==> config.mk <==
export PLATFORM = sky130hd
export DESIGN_NAME = reg_mm_master
export DESIGN_NICKNAME = d
export VERILOG_FILES = /design/src/rtl/reg_mm_master.sv
export SDC_FILE = /design/constraint.sdc
export NUM_CORES = 1
export LEC_CHECK = 0
export ABC_CLOCK_PERIOD_IN_PS = 5600
export BUFFER_PORTS_ARGS = -buffer_cell sky130_fd_sc_hd__buf_2
export CORE_MARGIN = 1
export CORE_UTILIZATION = 50
export DETAILED_ROUTE_END_ITERATION = 12
export GPL_ROUTABILITY_DRIVEN = 0
export GPL_TIMING_DRIVEN = 0
export PLACE_DENSITY = 0.81
export SYNTH_ARGS = -nofsm -noshare
export SYNTH_HDL_FRONTEND = slang
export SYNTH_SLANG_ARGS = --single-unit
export TNS_END_PERCENT = 1
==> constraint.sdc <==
create_clock -name clk -period 5.6 [get_ports clk]
set_input_delay 0.28 -clock clk [delete_from_list [all_inputs] [get_ports clk]]
set_output_delay 0.28 -clock clk [all_outputs]
set_load 0.02 [all_outputs]
==> src/rtl/reg_mm_master.sv <==
// Avalon-MM host for register-bank slaves: takes one read/write command at a
// time, runs it on the bus honouring waitrequest, and returns a one-cycle
// response carrying read data and a timeout flag. Every output is a flop.
module reg_mm_master #(
  parameter int ADDR_W            = 32,
  parameter int DATA_W            = 32,
  parameter int USE_READDATAVALID = 1,
  parameter int READ_LATENCY      = 1,
  parameter int TIMEOUT_CYCLES    = 256
) (
  input  logic              clk,
  input  logic              rst,
  input  logic              cmd_valid,
  output logic              cmd_ready,
  input  logic              cmd_write,
  input  logic [ADDR_W-1:0] cmd_addr,
  input  logic [DATA_W-1:0] cmd_wdata,
  output logic              rsp_valid,
  output logic [DATA_W-1:0] rsp_rdata,
  output logic              rsp_timeout,
  output logic [ADDR_W-1:0] avm_address,
  output logic              avm_read,
  output logic              avm_write,
  output logic [DATA_W-1:0] avm_writedata,
  input  logic [DATA_W-1:0] avm_readdata,
  input  logic              avm_readdatavalid,
  input  logic              avm_waitrequest
);

  typedef enum logic [2:0] {
    ST_IDLE,
    ST_WR,
    ST_RD_REQ,
    ST_RD_WAIT,
    ST_RESP
  } state_t;

  // One counter serves both the timeout and the fixed read latency, since both
  // restart on state entry; it is wide enough for either limit.
  localparam int CNT_W = $clog2(TIMEOUT_CYCLES + 16);

  state_t              state_q, state_d;
  logic [CNT_W-1:0]    cnt_q, cnt_d;
  logic                cmd_ready_q, cmd_ready_d;
  logic                rsp_valid_q, rsp_valid_d;
  logic [DATA_W-1:0]   rsp_rdata_q, rsp_rdata_d;
  logic                rsp_timeout_q, rsp_timeout_d;
  logic [ADDR_W-1:0]   avm_address_q, avm_address_d;
  logic                avm_read_q, avm_read_d;
  logic                avm_write_q, avm_write_d;
  logic [DATA_W-1:0]   avm_writedata_q, avm_writedata_d;
  logic                timeout_hit;
  logic                rd_done;
  logic                in_wait_state;

  assign timeout_hit   = (cnt_q == CNT_W'(TIMEOUT_CYCLES - 1));
  assign in_wait_state = (state_q == ST_WR) || (state_q == ST_RD_REQ) ||
                         (state_q == ST_RD_WAIT);

  // Read completion in RD_WAIT: readdatavalid, or the fixed latency expiring.
  always_comb begin
    rd_done = 1'b0;
    if (USE_READDATAVALID != 0) begin
      rd_done = avm_readdatavalid;
    end else begin
      rd_done = (cnt_q == CNT_W'(READ_LATENCY - 1));
    end
  end

  // Next-state and registered-output computation; completion beats timeout.
  always_comb begin
    state_d         = state_q;
    avm_address_d   = avm_address_q;
    avm_writedata_d = avm_writedata_q;
    rsp_rdata_d     = '0;
    rsp_timeout_d   = 1'b0;
    cnt_d           = cnt_q;

    case (state_q)
      ST_IDLE: begin
        if (cmd_valid && cmd_ready_q) begin
          avm_address_d   = cmd_addr;
          avm_writedata_d = cmd_wdata;
          state_d         = cmd_write ? ST_WR : ST_RD_REQ;
        end
      end
      ST_WR: begin
        if (!avm_waitrequest) begin
          state_d = ST_RESP;
        end else if (timeout_hit) begin
          state_d       = ST_RESP;
          rsp_timeout_d = 1'b1;
        end
      end
      ST_RD_REQ: begin
        if (!avm_waitrequest) begin
          // Data arriving with the acceptance skips RD_WAIT entirely.
          if ((USE_READDATAVALID != 0) && avm_readdatavalid) begin
            rsp_rdata_d = avm_readdata;
            state_d     = ST_RESP;
          end else begin
            state_d = ST_RD_WAIT;
          end
        end else if (timeout_hit) begin
          state_d       = ST_RESP;
          rsp_timeout_d = 1'b1;
        end
      end
      ST_RD_WAIT: begin
        if (rd_done) begin
          rsp_rdata_d = avm_readdata;
          state_d     = ST_RESP;
        end else if (timeout_hit) begin
          state_d       = ST_RESP;
          rsp_timeout_d = 1'b1;
        end
      end
      ST_RESP: begin
        state_d = ST_IDLE;
      end
      default: begin
        state_d = ST_IDLE;
      end
    endcase

    if (state_d != state_q) begin
      cnt_d = '0;
    end else if (in_wait_state) begin
      cnt_d = cnt_q + CNT_W'(1);
    end

    cmd_ready_d = (state_d == ST_IDLE);
    rsp_valid_d = (state_d == ST_RESP);
    avm_write_d = (state_d == ST_WR);
    avm_read_d  = (state_d == ST_RD_REQ);
  end

  // State and output registers; reset drops any in-flight transaction.
  always_ff @(posedge clk or posedge rst) begin
    if (rst) begin
      state_q         <= ST_IDLE;
      cnt_q           <= '0;
      cmd_ready_q     <= 1'b1;
      rsp_valid_q     <= 1'b0;
      rsp_rdata_q     <= '0;
      rsp_timeout_q   <= 1'b0;
      avm_address_q   <= '0;
      avm_read_q      <= 1'b0;
      avm_write_q     <= 1'b0;
      avm_writedata_q <= '0;
    end else begin
      state_q         <= state_d;
      cnt_q           <= cnt_d;
      cmd_ready_q     <= cmd_ready_d;
      rsp_valid_q     <= rsp_valid_d;
      rsp_rdata_q     <= rsp_rdata_d;
      rsp_timeout_q   <= rsp_timeout_d;
      avm_address_q   <= avm_address_d;
      avm_read_q      <= avm_read_d;
      avm_write_q     <= avm_write_d;
      avm_writedata_q <= avm_writedata_d;
    end
  end

  assign cmd_ready     = cmd_ready_q;
  assign rsp_valid     = rsp_valid_q;
  assign rsp_rdata     = rsp_rdata_q;
  assign rsp_timeout   = rsp_timeout_q;
  assign avm_address   = avm_address_q;
  assign avm_read      = avm_read_q;
  assign avm_write     = avm_write_q;
  assign avm_writedata = avm_writedata_q;

endmodule

[After elaboration in Yosys (flattened, before gate mapping)]
Cells that the tools add are included.
Word-level totals
  register bits after elaboration: 113
Cells by class
  add/sub/neg operators: 1
  equal/unequal tests: 8
  muxes and demuxes: 17
  reductions and logical operators: 8
Operators with widths (number)
  $mux 32: 2
  $pmux 32 s2: 1
  $mux 3: 6
  $mux 9: 2
  $pmux 3 s4: 1
  $add 9x1->9 const B: 1
  $eq 3x2->1 const B: 3
  $eq 9x8->1 const B: 1
  $eq 3x1->1 const B: 2
  $logic_not 3->1: 2
  $eq 3x3->1 const B: 1
  $mux 1: 3
  $ne 3x3->1: 1
  $logic_or 1x1->1: 2
  $mux 2: 1
  $pmux 1 s2: 1
  $reduce_and 2->1: 1
  $reduce_bool 2->1: 1
  $reduce_or 2->1: 1
  $logic_and 1x1->1: 1

[Logic depth before layout (Yosys ltp)]
  word-level depth: 6
  gate-level depth with buffers: 7
  mapped depth without buffers: 7

[Least setup slack after synthesis]
Ideal clock, no wire load.
  path kind: register to register
  from: register cnt_q[3]
  to: register cmd_ready_q (netlist: cmd_ready)
  arrival: 1689 ps
  path slack: 3833 ps
  stages on the path, launching flop included: 8
  period minus slack after synthesis: 1767 ps
  path through: dfrtp_1 -> and4_1 -> and4_1 -> ha_1 -> nand2b_1 -> o22ai_1 -> mux2i_1 -> a31o_2
On the way
  longest elaborated chain between the ends: 5
  elaborated cells on any way between the ends: 7
  those cells by class: eq/ne (1); mux (5); reduce/logical (1)
RTL lines
  start: declaration: RTL line 43  | logic [CNT_W-1:0] cnt_q, cnt_d;
  start signal: assignment: RTL line 153  | cnt_q <= cnt_d;
  $eq 9x8->1 (*): RTL line 56  | assign timeout_hit = (cnt_q == CNT_W'(TIMEOUT_CYCLES - 1));
  $mux 3 (*): RTL line 90, 104, 113
  $mux 3 (on tied branches): RTL line 110, 88, 96
  $pmux 3 s4 (*): RTL line 79  | case (state_q)
  $logic_not 3->1 (*): RTL line 132  | cmd_ready_d = (state_d == ST_IDLE);
  named net cmd_ready_d: RTL line 44  | logic cmd_ready_q, cmd_ready_d;
  end signal: assignment: RTL line 154  | cmd_ready_q <= cmd_ready_d;
  end: declaration: RTL line 44
The timed path passes the listed nets; every way through them passes the cells marked *.
A chain may end at the register's enable or synchronous reset.

[Worst setup path in the final report]
  from: register cnt_q[4]
  to: register state_q[0]
On the way
  longest elaborated chain between the ends: 4
  elaborated cells on any way between the ends: 6
  those cells by class: eq/ne (1); mux (5)
RTL lines
  $eq 9x8->1 (*): RTL line 56
  $mux 3 (*): RTL line 90, 104, 113
  $mux 3 (on tied branches): RTL line 110, 88, 96
  $pmux 3 s4 (*): RTL line 79
  named net state_d[0]: RTL line 42  | state_t state_q, state_d;
  end signal: assignment: RTL line 152  | state_q <= state_d;
  end: declaration: RTL line 42
Marks and branches as above.

==> results.toml <==
[die]
row_count = 33
dieArea_mm2 = 0.00908
core_mm2 = 0.00830
fp.dieW_um = 95.3
num_io_pins = 203
die_height_um = 95.3
start_util = 0.524

[drt]
firstDrtPassIters = 4
wl_per_cell_um = 19.3
dr.first_iter.drc_count = 154
vias = 3742
drc = 0
antenna_left = 0
drt_wl_total_um = 13800
viasPerCell = 5.21

[synth]
yosysMostFrequentCell = "dfrtp_1"
synth_top_area_share = 0.644
synth_flop_cell = "dfrtp_1"
synth_edf_count = 0
async_flop_share = 1.00
synth_area_per_cell_um2 = 14.5
synth_area_mm2 = 0.00435
synth_area_leaders = "dfrtp_1 64%, mux2_1 13%, and3_1 4.7%"
ys_seq_area_frac = 0.650
synth_fp_nets = 404
ys_warn_count = 0
synth_common_cells = "112 x dfrtp_1, 49 x mux2_1, 33 x and3_1, 15 x mux2_2, 11 x nor2_1"
yosys.area.top_type = "dfrtp_1"
ys_ff_latch = 113
syn_inst = 300
yosysUniqueCellTypes = 43

[worst_setup_path]
path_max_fanout = 7
path_common_cell = "and4_1"
crit_buf_inv = 0
critPathSlowestCell = "dfrtp_1"
cp.required_ps = 6040
cp_top_family = "simple AND/OR/NAND/NOR gates"
crit_type = "flip-flop to flip-flop"
arrival_ps = 2540
critPathCaptureType = "flip-flop"
path_cells = "and4_1 > and4_1 > ha_1 > nand2b_1 > mux2i_1 > nor3b_1 > a21o_1"
slowest_delay_ps = 400
worstSetupStartpointType = "flip-flop"

[layout]
area_growth_pct = 60.5
drive_gt1_frac = 0.444
nFillCells = 359
regArea_mm2 = 0.00283
fin_cells = 718
multiInputGateArea_mm2 = 0.00139
nets = 705

[placed_design]
port-buffer-count = 201
dp_hpwl_um = 7300
dp_cells = 607

[sta]
drv_slew = 0
rsz0062_at_grt = "false"
hold_viol = 0
setup_viol = 0
max_freq_ghz = 0.477
worstMarginPinSlew_ps = 697
fin_tns_setup_ps = 0
slew_headroom = 0.536
min_period_ps = 2100
fin_worst_skew_ps = 15.0
period_share = 0.375

[hold_path]
hold_class = "input pin to flip-flop"

[cts]
cts_buffer_depth = 2
numCtsBuffers = 17
htreeDepth = 4
clockRootBuffer = "clkbuf_8"
post-cts-setup-buffer-count = 0
clk_pin_slew_worst_paths_ps = 60
cts_tree = "yes"
post_cts_resized = 0
cts.sinks = 113
clkLatencyLatePin_ps = 510

[global_routing]
grt_pass1_vias = 3937
antenna_found_initial = 1
track_usage = 0.299
grt_pass1_wl_um = 19600
gr-total-overflow = 0
grt_start_max_net_pins = 59

[pwr]
max-vdd-ir-drop_mv = 0.296
power_density_mw_per_mm2 = 551
p_leak_nw = 3.65
p_total_mw = 3.85

[job]
cap_violations = 0

[run_status]
status = "finished clean"
==> path summary, 6_finish.rpt <==
| check | start | end | slack, ps | cells past startpoint |
|---|---|---|---|---|
| max in group asynchronous | rst | cmd_ready | 4380 | 4 |
| min | cmd_wdata[15] | avm_writedata[15] | 8 | 2 |
| max reg2reg | cnt_q[4] | state_q[0] | 3500 | 7 |
| max | cnt_q[4] | state_q[0] | 3500 | 7 |
| min in group asynchronous | rst | avm_writedata[19] | 440 | 3 |
| min reg2reg | avm_address[15] | avm_address[15] | 480 | 1 |
==> sequential cells by signal (all words and copies together), names as in the netlist <==
signal,flops
avm_address,32
avm_read,1
avm_write,1
avm_writedata,32
cmd_ready,1
cnt_q,9
rsp_rdata,32
rsp_timeout,1
rsp_valid,1
state_q,3
==> worst reg2reg max path: cells and delay by family, from the launching register on <==
kind	cells	cell delay [ps]
simple gates	4	1010
flops	1	400
fa+ha+maj	1	280
mux	1	200
compound gates	1	140
==> layout make-up <==
cell class,count,area share
tap,105,0.0188
inverter,3,0.00197
sequential,113,0.405
buffer,18,0.0179
multi-input combinational,166,0.198
clock buffer,20,0.0652
antenna,1,0.000358
timing repair buffer,282,0.263
clock inverter,10,0.0296
==> kinds of logic (layout without fill, tap and decap cells) <==
kind of cell,after synthesis,in the layout,synth area share
compound gates,20,20,0.0334
xor+xnor,7,7,0.0141
fa+ha+maj,2,2,0.00575
buf+inv,21,333,0.0313
flops,113,113,0.650
mux,66,66,0.170
other cells,0,1,0
simple gates,71,71,0.0949
==> power breakdown <==
group | switching (mW) | internal [mW]
registers | 0.167 | 1.11
clock network | 0.366 | 0.842
logic | 0.816 | 0.549
total | 1.35 | 2.50
==> metal layers <==
metal | vias to the layer above | wire (um) | GRT usage
li1 | 1658 | - | -
met1 | 1823 | 4720 | 0.320
met3 | 44 | 1090 | 0.112
met2 | 217 | 7560 | 0.513
met4 | 0 | 472 | 0.158
met5 | - | 0 | 0
==> timing repair <==
action                                 4_1_cts  5_1_grt
hold buffers                                77        3
setup endpoints to repair                    0        0
endpoints found under the hold margin      131        3
==> per-stage QoR <==
step	setup slack, ps	utilization	cell area (um2)	hold slack [ps]
after floorplan	2330	-	4350	370
after global placement	1330	0.661	5490	462
after detailed placement	3640	0.665	5520	442
after CTS	3580	0.837	6950	0.189
after global routing	3420	0.841	6980	-4.88
final	3500	0.841	6980	7.99
==> placed cells by master, fill, tap and decap left out, drive strengths merged, types with 2 or more instances in the layout <==
cell type / Yosys / final
dfrtp: 112 / 112
and4: 2 / 2
a21oi: 4 / 4
and3: 33 / 33
o21ai: 6 / 6
inv: 3 / 3
nand2b: 3 / 3
xor2: 6 / 6
dlygate4sd3: 0 / 80
mux2i: 2 / 2
nor2: 12 / 12
clkbuf: 5 / 25
mux2: 64 / 64
nand4: 2 / 2
nand3: 5 / 5
clkinv: 0 / 3
nor2b: 2 / 2
buf: 13 / 215
ha: 2 / 2
nand2: 6 / 6
bufinv: 0 / 6
Power figures use the tool's default switching activity.
